$ cat src/rtl/rf_bypass.sv
// Register file with NREG flip-flop registers, one write port and two
// combinational read ports. A same-cycle write to a read index is forwarded
// to that port, and wrCount counts committed writes.
module rf_bypass #(
  parameter int WIDTH = 16,
  parameter int NREG  = 8,
  localparam int SEL_W = $clog2(NREG)
) (
  input  logic             clk,
  input  logic             rst_n,
  input  logic [SEL_W-1:0] read1RegSel,
  input  logic [SEL_W-1:0] read2RegSel,
  input  logic [SEL_W-1:0] writeRegSel,
  input  logic [WIDTH-1:0] writeData,
  input  logic             writeEn,
  output logic [WIDTH-1:0] read1Data,
  output logic [WIDTH-1:0] read2Data,
  output logic [15:0]      wrCount
);

  logic [WIDTH-1:0] regs_q [NREG];
  logic [WIDTH-1:0] regs_d [NREG];
  logic [15:0]      wr_count_q;
  logic [15:0]      wr_count_d;
  logic             bypass1;
  logic             bypass2;

  always_comb begin
    regs_d     = regs_q;
    wr_count_d = wr_count_q;
    if (writeEn) begin
      regs_d[writeRegSel] = writeData;
      wr_count_d          = wr_count_q + 16'd1;
    end
  end

  // Reset holds every flop at zero, which also blocks writes while rst_n is low.
  always_ff @(posedge clk or negedge rst_n) begin
    if (!rst_n) begin
      for (int i = 0; i < NREG; i++) begin
        regs_q[i] <= '0;
      end
      wr_count_q <= '0;
    end else begin
      regs_q     <= regs_d;
      wr_count_q <= wr_count_d;
    end
  end

  // Forwarding is purely combinational, so it stays live even during reset.
  assign bypass1   = writeEn && (writeRegSel == read1RegSel);
  assign bypass2   = writeEn && (writeRegSel == read2RegSel);
  assign read1Data = bypass1 ? writeData : regs_q[read1RegSel];
  assign read2Data = bypass2 ? writeData : regs_q[read2RegSel];
  assign wrCount   = wr_count_q;

endmodule

$ cat config.mk
export PLATFORM = sky130hd
export DESIGN_NAME = rf_bypass
export DESIGN_NICKNAME = d
export VERILOG_FILES = /design/src/rtl/rf_bypass.sv
export SDC_FILE = /design/constraint.sdc
export NUM_CORES = 1
export LEC_CHECK = 0
export BUFFER_PORTS_ARGS = -buffer_cell sky130_fd_sc_hd__buf_4
export CAP_MARGIN = 5
export CORE_AREA = 2 2 166 168
export CTS_BUF_LIST = sky130_fd_sc_hd__clkbuf_8
export DETAILED_ROUTE_END_ITERATION = 10
export DIE_AREA = 0 0 168 170
export MAX_ROUTING_LAYER = met4
export SLEW_MARGIN = 20
export SYNTH_ARGS = -nofsm -noshare
export SYNTH_HDL_FRONTEND = slang
export SYNTH_SLANG_ARGS = --single-unit
$ cat constraint.sdc
create_clock -name clk -period 1.8 [get_ports clk]
set_input_delay 0.18 -clock clk [delete_from_list [all_inputs] [get_ports clk]]
set_output_delay 0.18 -clock clk [all_outputs]
set_load 0.03 [all_outputs]
==> results.md, run 1 <==
* CP Depth at 4
* Tcrit/Tclk final at 1.098
* Routed Antenna Nets at 0
* Worst Setup EP: read1Data[9]
* Worst R2R Path Depth at 5
* Max FO, Critical Path at 3
* Yosys warns at 0
* Failing checks: negative setup slack
* Final Non-Filler Cells at 980
* Vias in the first global route at 5144
* Pwr dens at roughly 1100 nW/um^2
* Unrepaired setup endpoints after global routing: true
* Ranking of synthesized cells by area: dfrtp_1 (45%), mux2_2 (18%), mux4_2 (18%)
* Syn nets at around 580
* Relative slew slack at 0.6526
* Total wire length at between 15000 and 20000 um
* Worst Setup SP: regs_q[9]
* Post-synth top cells: dfrtp_1 (144), mux2_2 (129), mux4_2 (64)
* Synthesized instance count at 547
* FF+latch count, synth at between 100 and 150
* Design area at between 9000 and 10000 sq um
* Top-count cell post-synth: dfrtp_1
* Final Hold Fails at 0
* Detailed placement HPWL at 12590 um
* Worst VDD drop at 0.4594 mV
* Final Max Slew Viols at 0
* Distinct cells, synth at 27
* Worst skew pair latency at between 0.4 and 0.5 ns
* Mapped Avg Cell Area at about 14 sq um
* Fin worst setup slack at -0.1762 ns
* Clk slew on worst S/H paths at around 0.080 ns
* Critical path data arrival time at between 1.5 and 2 ns
* Crit end category: primary output
* Core area at between 20000 and 30000 sq um
* Placer Congestion at a little over 0.7
* Delay-heaviest family, CP: multiplexers
* Slowest cell on crit path: mux4_2
* Die area at roughly 29000 sq um
* Skew final at between 0.002 and 0.0025 ns
* Detailed Route Iter0 Violations at between 300 and 400
* Reg2Reg Launch Point: wrCount[0]
* Leak at 0.004075 uW
* Layout cells sized above 1 at 0.5705
* Crit-path cells: mux4_2 > mux2i_2 > a21oi_1 > buf_4
* Initial DRT Pass Iterations at 4
* Post-Syn Area at ~8000 sq um
* Max cap viols at 0
* EDFF count, synth at 0
* CTS tree: done
* Seq/Total Area, Yosys at 0.4550
* Ys async rst share at 1.000
* Worst Setup Start Kind: flip-flop
* Max Buffers Root-to-Sink at 2
* Worst Tran Pin Value at around 0.52 ns
* Placed Area at a little over 9000 sq um
* Worst reg2reg path endpoint: wrCount[12]
* Worst endpoint required time at 1.62 ns
* All-Layer GR Usage at 0.1471
* Routed len/inst at around 20 um
* Total gr overflow at 0
* Largest net degree at the start of global routing at between 50 and 60
* Top FF cell, synth: dfrtp_1
* Worst path bufs/invs at 1
* Setup-failing EPs final at 32
* # DRC at 0
* Die Span Y at between 150 and 200 um
* Initial antenna violation count at 0
* CTS Sinks at approximately 140
* HP Class: input port to flip-flop
* Num rows at 60
* Area delta synth->final at 21.58%
* Final #Nets at 655
* Utilization after layout at 0.3613
* Top cell type's share of synthesized area at 0.4550
* Vias per cell at 4.996
* First-pass GRT wire length at 30920 um
* H-tree Lvls at 4
* PortBufs at 75
* Total CTS buffers at 17
* Die width at roughly 170 um
* Hold_sp: writeData[0]
* Clock root buffer: clkbuf_8
* Worst reg2reg setup slack at between 0.3 and 0.4 ns
* Initial Util at 0.2972
* Vias at 4896
* I/O pin cnt at 76
* Outcome: finished with violations
* Crit path largest cell delay at ~0.48 ns
* Area leader, netlist: dfrtp_1
* Crit path kind: flip-flop to primary output
* Min Tclk post-route at ~2.0 ns
* Setup TNS at -3.535 ns
* Fmax at ~510 MHz
* DP Cell Count at approximately 940
* Pre-CTS setup slack at about 0.019 ns
* Fillers at 2509
[area by class of cell]
type | instances | area [sq um] | share of cell area
clock buffer | 18 | 247.7 | 0.02573
timing repair buffer | 116 | 1147 | 0.1192
antenna | 1 | 2.502 | 0.0002599
sequential | 144 | 3603 | 0.3742
multi-input combinational | 347 | 4054 | 0.4210
tap | 341 | 426.7 | 0.04431
clock inverter | 13 | 147.6 | 0.01533
[cell usage in the layout (no fill, tap or decap), types with 12 or more instances in the layout]
| cell | count |
|---|---|
| a21oi_1 | 20 |
| a21oi_2 | 12 |
| buf_12 | 18 |
| buf_4 | 84 |
| buf_6 | 13 |
| clkbuf_8 | 18 |
| dfrtp_1 | 144 |
| mux2_2 | 129 |
| mux2i_1 | 27 |
| mux4_2 | 64 |
| nor2_1 | 36 |
| xnor2_1 | 14 |
[state kept, by name, summed over array words and instances, names as in the netlist]
name     cells
regs_q     128
wrCount     16
[worst min path at each step]
stage	to	slack [ns]	depth (start not counted)
2_1_floorplan	regs_q[0]	-0.12	0
5_1_grt	regs_q[0]	0.03	2
3_5_place_dp	regs_q[96]	0.18	1
3_3_place_gp	regs_q[96]	0.18	1
4_1_cts	regs_q[16]	0.03	2
6_report	regs_q[16]	0.05	2
[repair_timing]
action                                 4_1_cts  5_1_grt
setup buffers                                0        5
hold buffers                                 1        0
endpoints found under the hold margin       47        0
setup endpoints to repair                   32       32
pin swaps                                   25       11
resized for setup                           12       17
[worst register-to-register path, delay by kind of cell, from the launching register on]
family,cells,cell delay [ns]
fa+ha+maj,1,0.24
flops,1,0.41
simple gates,3,0.60
xor+xnor,1,0.13
[power by group]
| part | switching [uW] | internal [uW] |
|---|---|---|
| registers | 526 | 3950 |
| logic | 1590 | 1890 |
| clock network | 1220 | 1380 |
| total | 3340 | 7210 |
[logic make-up after synthesis]
kind of cell / count (synthesis) / synth area share
AOI/OAI and AO/OA: 32 / 0.02022
adders and majority gates: 1 / 0.001580
buffers and inverters: 56 / 0.04123
xor gates and xnor gates: 21 / 0.02322
and+or+nand+nor: 68 / 0.05292
DFF: 144 / 0.4550
muxes: 225 / 0.4058
[stage by stage]
| stage | hold slack (ns) | total power, uW |
|---|---|---|
| global route | 0.03409 | 11110 |
| floorplan | -0.1156 | 6767 |
| CTS | 0.02989 | 10560 |
| global placement | 0.1776 | 7843 |
| detailed placement | 0.1849 | 7908 |
| finish | 0.04930 | 10550 |
[routing by layer]
metal	routed length, um	track usage
met2	9781	0.2406
met1	8702	0.1884
met5	0	-
met3	649	0.02791
met4	216	0.03932
Power figures use the tool's default switching activity.
==> run 2: changes to the inputs <==
BUFFER_PORTS_ARGS = unset   (was -buffer_cell sky130_fd_sc_hd__buf_4)
DONT_BUFFER_PORTS = 1   (was unset)
REMOVE_ABC_BUFFERS = 1   (was unset)
==> run 2 against run 1 <==
Against the previous run:
- the flow finishes with violations (negative hold slack, negative setup slack)
- global-route usage increased by 0.37 points
- setup slack worse by 0.010 ns
- cell count fell by 4.7%
- worst hold slack got worse by 0.63 ns
- critical path depth unchanged
- total power decreased by 4.0%
- sequential share of layout area is 2.4 points higher
- sequential power barely moved
- largest cell class unchanged
- largest power group unchanged
- highest routed layer unchanged
==> results.md, run 2 (synthesized netlist as in run 1, its figures left out) <==
* Crit path kind: flip-flop to primary output
* Total CTS buffers at 17
* Routed len/inst at about 21 um
* Hold WS at -0.5830 ns
* Die width at around 170 um
* Worst skew pair latency at 0.45 ns
* Max Buffers Root-to-Sink at 2
* Worst Tran Pin Value at about 0.51 ns
* Worst reg2reg setup slack at about 0.23 ns
* Final Max Slew Viols at 0
* Design area at 9044 sq um
* Total gr overflow at 0
* Commonest non-fill, non-tap cell in the layout: dfrtp_1
* Worst VDD drop at around 0.46 mV
* Detailed placement HPWL at between 10000 and 15000 um
* I/O pin cnt at between 70 and 80
* Antenna diode count at 0
* Vias per cell at between 5 and 6
* Worst R2R Path Depth at 5
* Pwr dens at 1120 nW/um^2
* Final Hold Fails at ~140
* CTS Sinks at between 100 and 150
* Slowest cell on crit path: mux4_2
* Most flops, register: regs_q
* Relative slew slack at 0.6590
* Vias in the first global route at 5302
* Largest net degree at the start of global routing at roughly 150
* Die area at around 29000 sq um
* Layout cells sized above 1 at 0.4958
* Max cap viols at 0
* Final #Nets at 609
* H-tree Lvls at 4
* Total wire length at about 20000 um
* All-Layer GR Usage at 0.1507
* Worst Setup Start Kind: flip-flop
* Initial Util at 0.2972
* Initial DRT Pass Iterations at 4
* Crit end category: primary output
* Fin worst setup slack at -0.1864 ns
* Max FO, Critical Path at 3
* First-pass GRT wire length at 31420 um
* Worst endpoint required time at about 1.6 ns
* Placed Area at approximately 8400 sq um
* Leak at 0.003738 uW
* Skew final at about 0.0052 ns
* Core area at roughly 27000 sq um
* PortBufs at 0
* Unrepaired setup endpoints after global routing: true
* Critical path data arrival time at about 1.8 ns
* Outcome: finished with violations
* Num rows at 60
* Worst reg2reg path endpoint: wrCount[12]
* CTS tree: done
* Crit path largest cell delay at around 0.49 ns
* Die Span Y at roughly 170 um
* Clock root buffer: clkbuf_8
* # DRC at 0
* Fmax at about 500 MHz
* Reg2Reg Launch Point: wrCount[0]
* HP Class: input port to asynchronous set/reset pin
* Area delta synth->final at 14.19%
* Worst path bufs/invs at 1
* Tcrit/Tclk final at 1.104
* Setup-failing EPs final at 32
* Worst Setup SP: regs_q[5]
* Placer Congestion at ~0.76
* Failing checks: negative hold slack, negative setup slack
* Cts hold-fix bufs at 17
* Routed Antenna Nets at 0
* Clk slew on worst S/H paths at 0.09 ns
* Flip-flop count of the largest register after layout at 128
* Vias at 4883
* Crit-path cells: mux4_2 > mux2i_2 > a21oi_1 > buf_4
* Most frequent cells in the layout: dfrtp_1 (144), mux2_2 (129), mux4_2 (64)
* Delay-heaviest family, CP: multiplexers
* Design Power at 10130 uW
* Min Tclk post-route at between 1.5 and 2 ns
* Detailed Route Iter0 Violations at ~280
* Initial antenna violation count at 0
==> run 2: cell types whose count changed in the layout (fill, tap and decap cells not counted), sizes merged <==
cell,change
bufinv,-3
clkinvlp,-1
clkinv,-3
dlygate4sd3,+16
buf,-62
inv,+9
diode,-1
clkbuf,-1
==> run 2: layer usage <==
metal,wire length [um],global-route usage,vias to the layer above
met5,0,-,-
met4,499,0.05784,0
met3,1043,0.03674,33
met2,10010,0.2436,127
met1,8357,0.1835,2609
li1,-,-,2114
==> run 2: per-stage QoR <==
stage | std cells | TNS (ns) | worst slack [ns] | util | hold slack (ns)
6_report | 934 | -4.423 | -0.1864 | 0.3393 | -0.5830
5_1_grt | 934 | -7.359 | -0.2837 | 0.3393 | -0.6181
4_1_cts | 933 | -5.871 | -0.2338 | 0.3384 | -0.6330
3_5_place_dp | 883 | 0 | 0.2796 | 0.3162 | -0.1081
3_3_place_gp | 883 | 0 | 0.3074 | 0.3162 | -0.1076
2_1_floorplan | 491 | -5.631 | -0.1760 | - | -0.1156
==> run 2: cell type report <==
class / count / area, sq um
Fill cell: 2531 / 17610
Multi-Input combinational cell: 347 / 4013
Timing Repair Buffer: 70 / 604.3
Clock buffer: 17 / 234.0
Tap cell: 341 / 426.7
Sequential cell: 144 / 3603
Clock inverter: 15 / 162.7
==> run 2: worst max-delay path by stage <==
stage / to / slack (ns) / depth (start not counted)
2_1_floorplan: read1Data[0] / -0.18 / 3
3_3_place_gp: read2Data[5] / 0.31 / 4
3_5_place_dp: wrCount[12] / 0.28 / 5
4_1_cts: read1Data[5] / -0.23 / 4
5_1_grt: read1Data[10] / -0.28 / 4
6_report: read1Data[5] / -0.19 / 4
==> run 2: power by group <==
part	internal (uW)	switching [uW]
Combinational	1710	1360
Sequential	3940	550
Clock	1060	1510
Total	6710	3420
==> run 2: worst register-to-register path, stage by stage (launching register included) <==
cell,delay (ns)
dfrtp_1,0.42
ha_1,0.24
nand4_1,0.16
nor3_2,0.31
nand3_1,0.16
xnor2_1,0.16
==> run 2: timing repair <==
action                                 4_1_cts  5_1_grt
setup endpoints to repair                   32       32
resized for setup                            4        5
setup buffers                                1        1
pin swaps                                   27        6
endpoints found under the hold margin      277      144
==> run 3: changes to the inputs <==
==> constraint.sdc (replaced) <==
create_clock -name clk -period 1.8 [get_ports clk]
set_input_delay 0.09 -clock clk [delete_from_list [all_inputs] [get_ports clk]]
set_output_delay 0.09 -clock clk [all_outputs]
set_load 0.03 [all_outputs]
==> run 3 against run 2 <==
Against the previous run:
- the flow still finishes with violations (negative hold slack, negative setup slack)
- critical path depth did not move
- register-to-register slack improved by 0.09 ns
- sequential share of layout area rose by 0.13 points
==> results.md, run 3 (synthesized netlist as in run 1, its figures left out) <==
* Core area at around 27000 sq um
* Placer Congestion at around 0.8
* Global route hottest layer: met2
* Critical path data arrival time at around 1.8 ns
* Commonest non-fill, non-tap cell in the layout: dfrtp_1
* HP Class: input port to asynchronous set/reset pin
* Most flops, register: regs_q
* CTS Sinks at between 100 and 150
* Leak at between 0.003 and 0.004 uW
* Final Hold Fails at 144
* Area delta synth->final at 13.82%
* Layout cells sized above 1 at 0.4941
* Worst endpoint required time at 1.71 ns
* Worst skew pair latency at 0.45 ns
* Die Span Y at approximately 170 um
* H-tree Lvls at 4
* Worst VDD drop at between 0.4 and 0.5 mV
* Routed Antenna Nets at 0
* Initial DRT Pass Iterations at 6
* Num rows at 60
* Crit end category: primary output
* Total wire length at approximately 20000 um
* Global-route met2 utilization at 0.2472
* Vias per cell at 5.203
* Pwr dens at 1119 nW/um^2
* I/O pin cnt at 76
* Routed len/inst at roughly 21 um
* Vias in the first global route at 5398
* Final #Nets at around 600
* M3 GR Usage at 0.03791
* Fillers at roughly 2600
* PortBufs at 0
* Pre-CTS setup slack at between 0.3 and 0.4 ns
* Initial Util at 0.2972
* Skew final at ~0.0047 ns
* Vias at 4870
* Hold WS at -0.6628 ns
* All-Layer GR Usage at 0.1493
* Register Area at ~3600 sq um
* Worst Tran Pin Value at approximately 0.53 ns
* Initial antenna violation count at 0
* Largest net degree at the start of global routing at approximately 150
* Setup TNS at -1.500 ns
* Die width at 168 um
* Unrepaired setup endpoints after global routing: true
* CTS tree: done
* Outcome: finished with violations
* Detailed Route Iter0 Violations at 291
* Total gr overflow at 0
* Tcrit/Tclk final at 1.066
* Fin worst setup slack at -0.1196 ns
* Failing checks: negative hold slack, negative setup slack
* # DRC at 0
* First-pass GRT wire length at a little over 30000 um
* Max Buffers Root-to-Sink at 2
* Clock root buffer: clkbuf_8
* Antenna diode count at 0
* Flip-flop count of the largest register after layout at 128
* Placed Area at roughly 8400 sq um
* Design area at ~9000 sq um
* Setup-failing EPs final at 31
* Multi-input logic area at 4009 sq um
* Most frequent cells in the layout: dfrtp_1 (144), mux2_2 (129), mux4_2 (64)
* Max FO, Critical Path at 3
* Clk slew on worst S/H paths at 0.09 ns
* Worst Setup Start Kind: flip-flop
* Die area at ~29000 sq um
* Total CTS buffers at 17
* Cts hold-fix bufs at 17
* Fmax at around 520 MHz
* Max cap viols at 0
* Final Max Slew Viols at 0
* Detailed placement HPWL at 11750 um
* Grt met1 use at 0.1783
* Min Tclk post-route at approximately 1.9 ns
* Relative slew slack at 0.6442
* Crit path kind: flip-flop to primary output
-- run 3: power breakdown --
part | total [uW] | internal (uW) | leakage, uW | switching (uW)
registers | 4460 | 3940 | 0.00175 | 520
clock network | 2520 | 1140 | 0.000197 | 1380
logic | 3110 | 1720 | 0.00179 | 1390
-- run 3: final cells by class --
class,count,area share
tap,341,0.04733
clock inverter,15,0.01679
clock buffer,17,0.02595
multi-input combinational,347,0.4447
sequential,144,0.3997
timing repair buffer,72,0.06551
-- run 3: worst paths after layout --
check                               startpoint           end  slack [ns]  cells after the start
min in group clk                writeRegSel[0]   regs_q[121]        0.16                      3
worst min register to register      wrCount[7]    wrCount[7]        0.53                      1
max in group asynchronous                rst_n   regs_q[111]        2.21                      0
worst max register to register      wrCount[0]   wrCount[15]        0.32                      5
worst max-delay path                 regs_q[5]  read1Data[5]       -0.12                      4
worst min-delay path                     rst_n    regs_q[89]       -0.66                      0
-- run 3: per-stage QoR --
stage          total power, uW  std cells  utilization
3_3_place_gp              7358        884       0.3156
2_1_floorplan             6605        491            -
4_1_cts                  10160        935       0.3373
3_5_place_dp              7539        884       0.3156
5_1_grt                  10620        936       0.3383
6_report                 10090        936       0.3383
-- run 3: timing repair --
item | in CTS | in global routing
cloned | 0 | 0
setup endpoints to repair | 32 | 32
pin swaps | 30 | 10
gates resized for setup | 2 | 5
setup buffers | 2 | 1
hold endpoints to repair | 282 | 144
-- run 3: worst max-delay path, stage by stage, from the launching register on --
cell and delay (ns):
dfrtp_1 0.41, mux4_2 0.49, mux2i_2 0.21, a21oi_1 0.10, buf_4 0.18
-- run 3: per-layer routing --
metal  wire [um]  up-vias
li1            -     2118
met4         388        0
met2        9999      105
met5           0        -
met1        8584     2610
met3         945       37
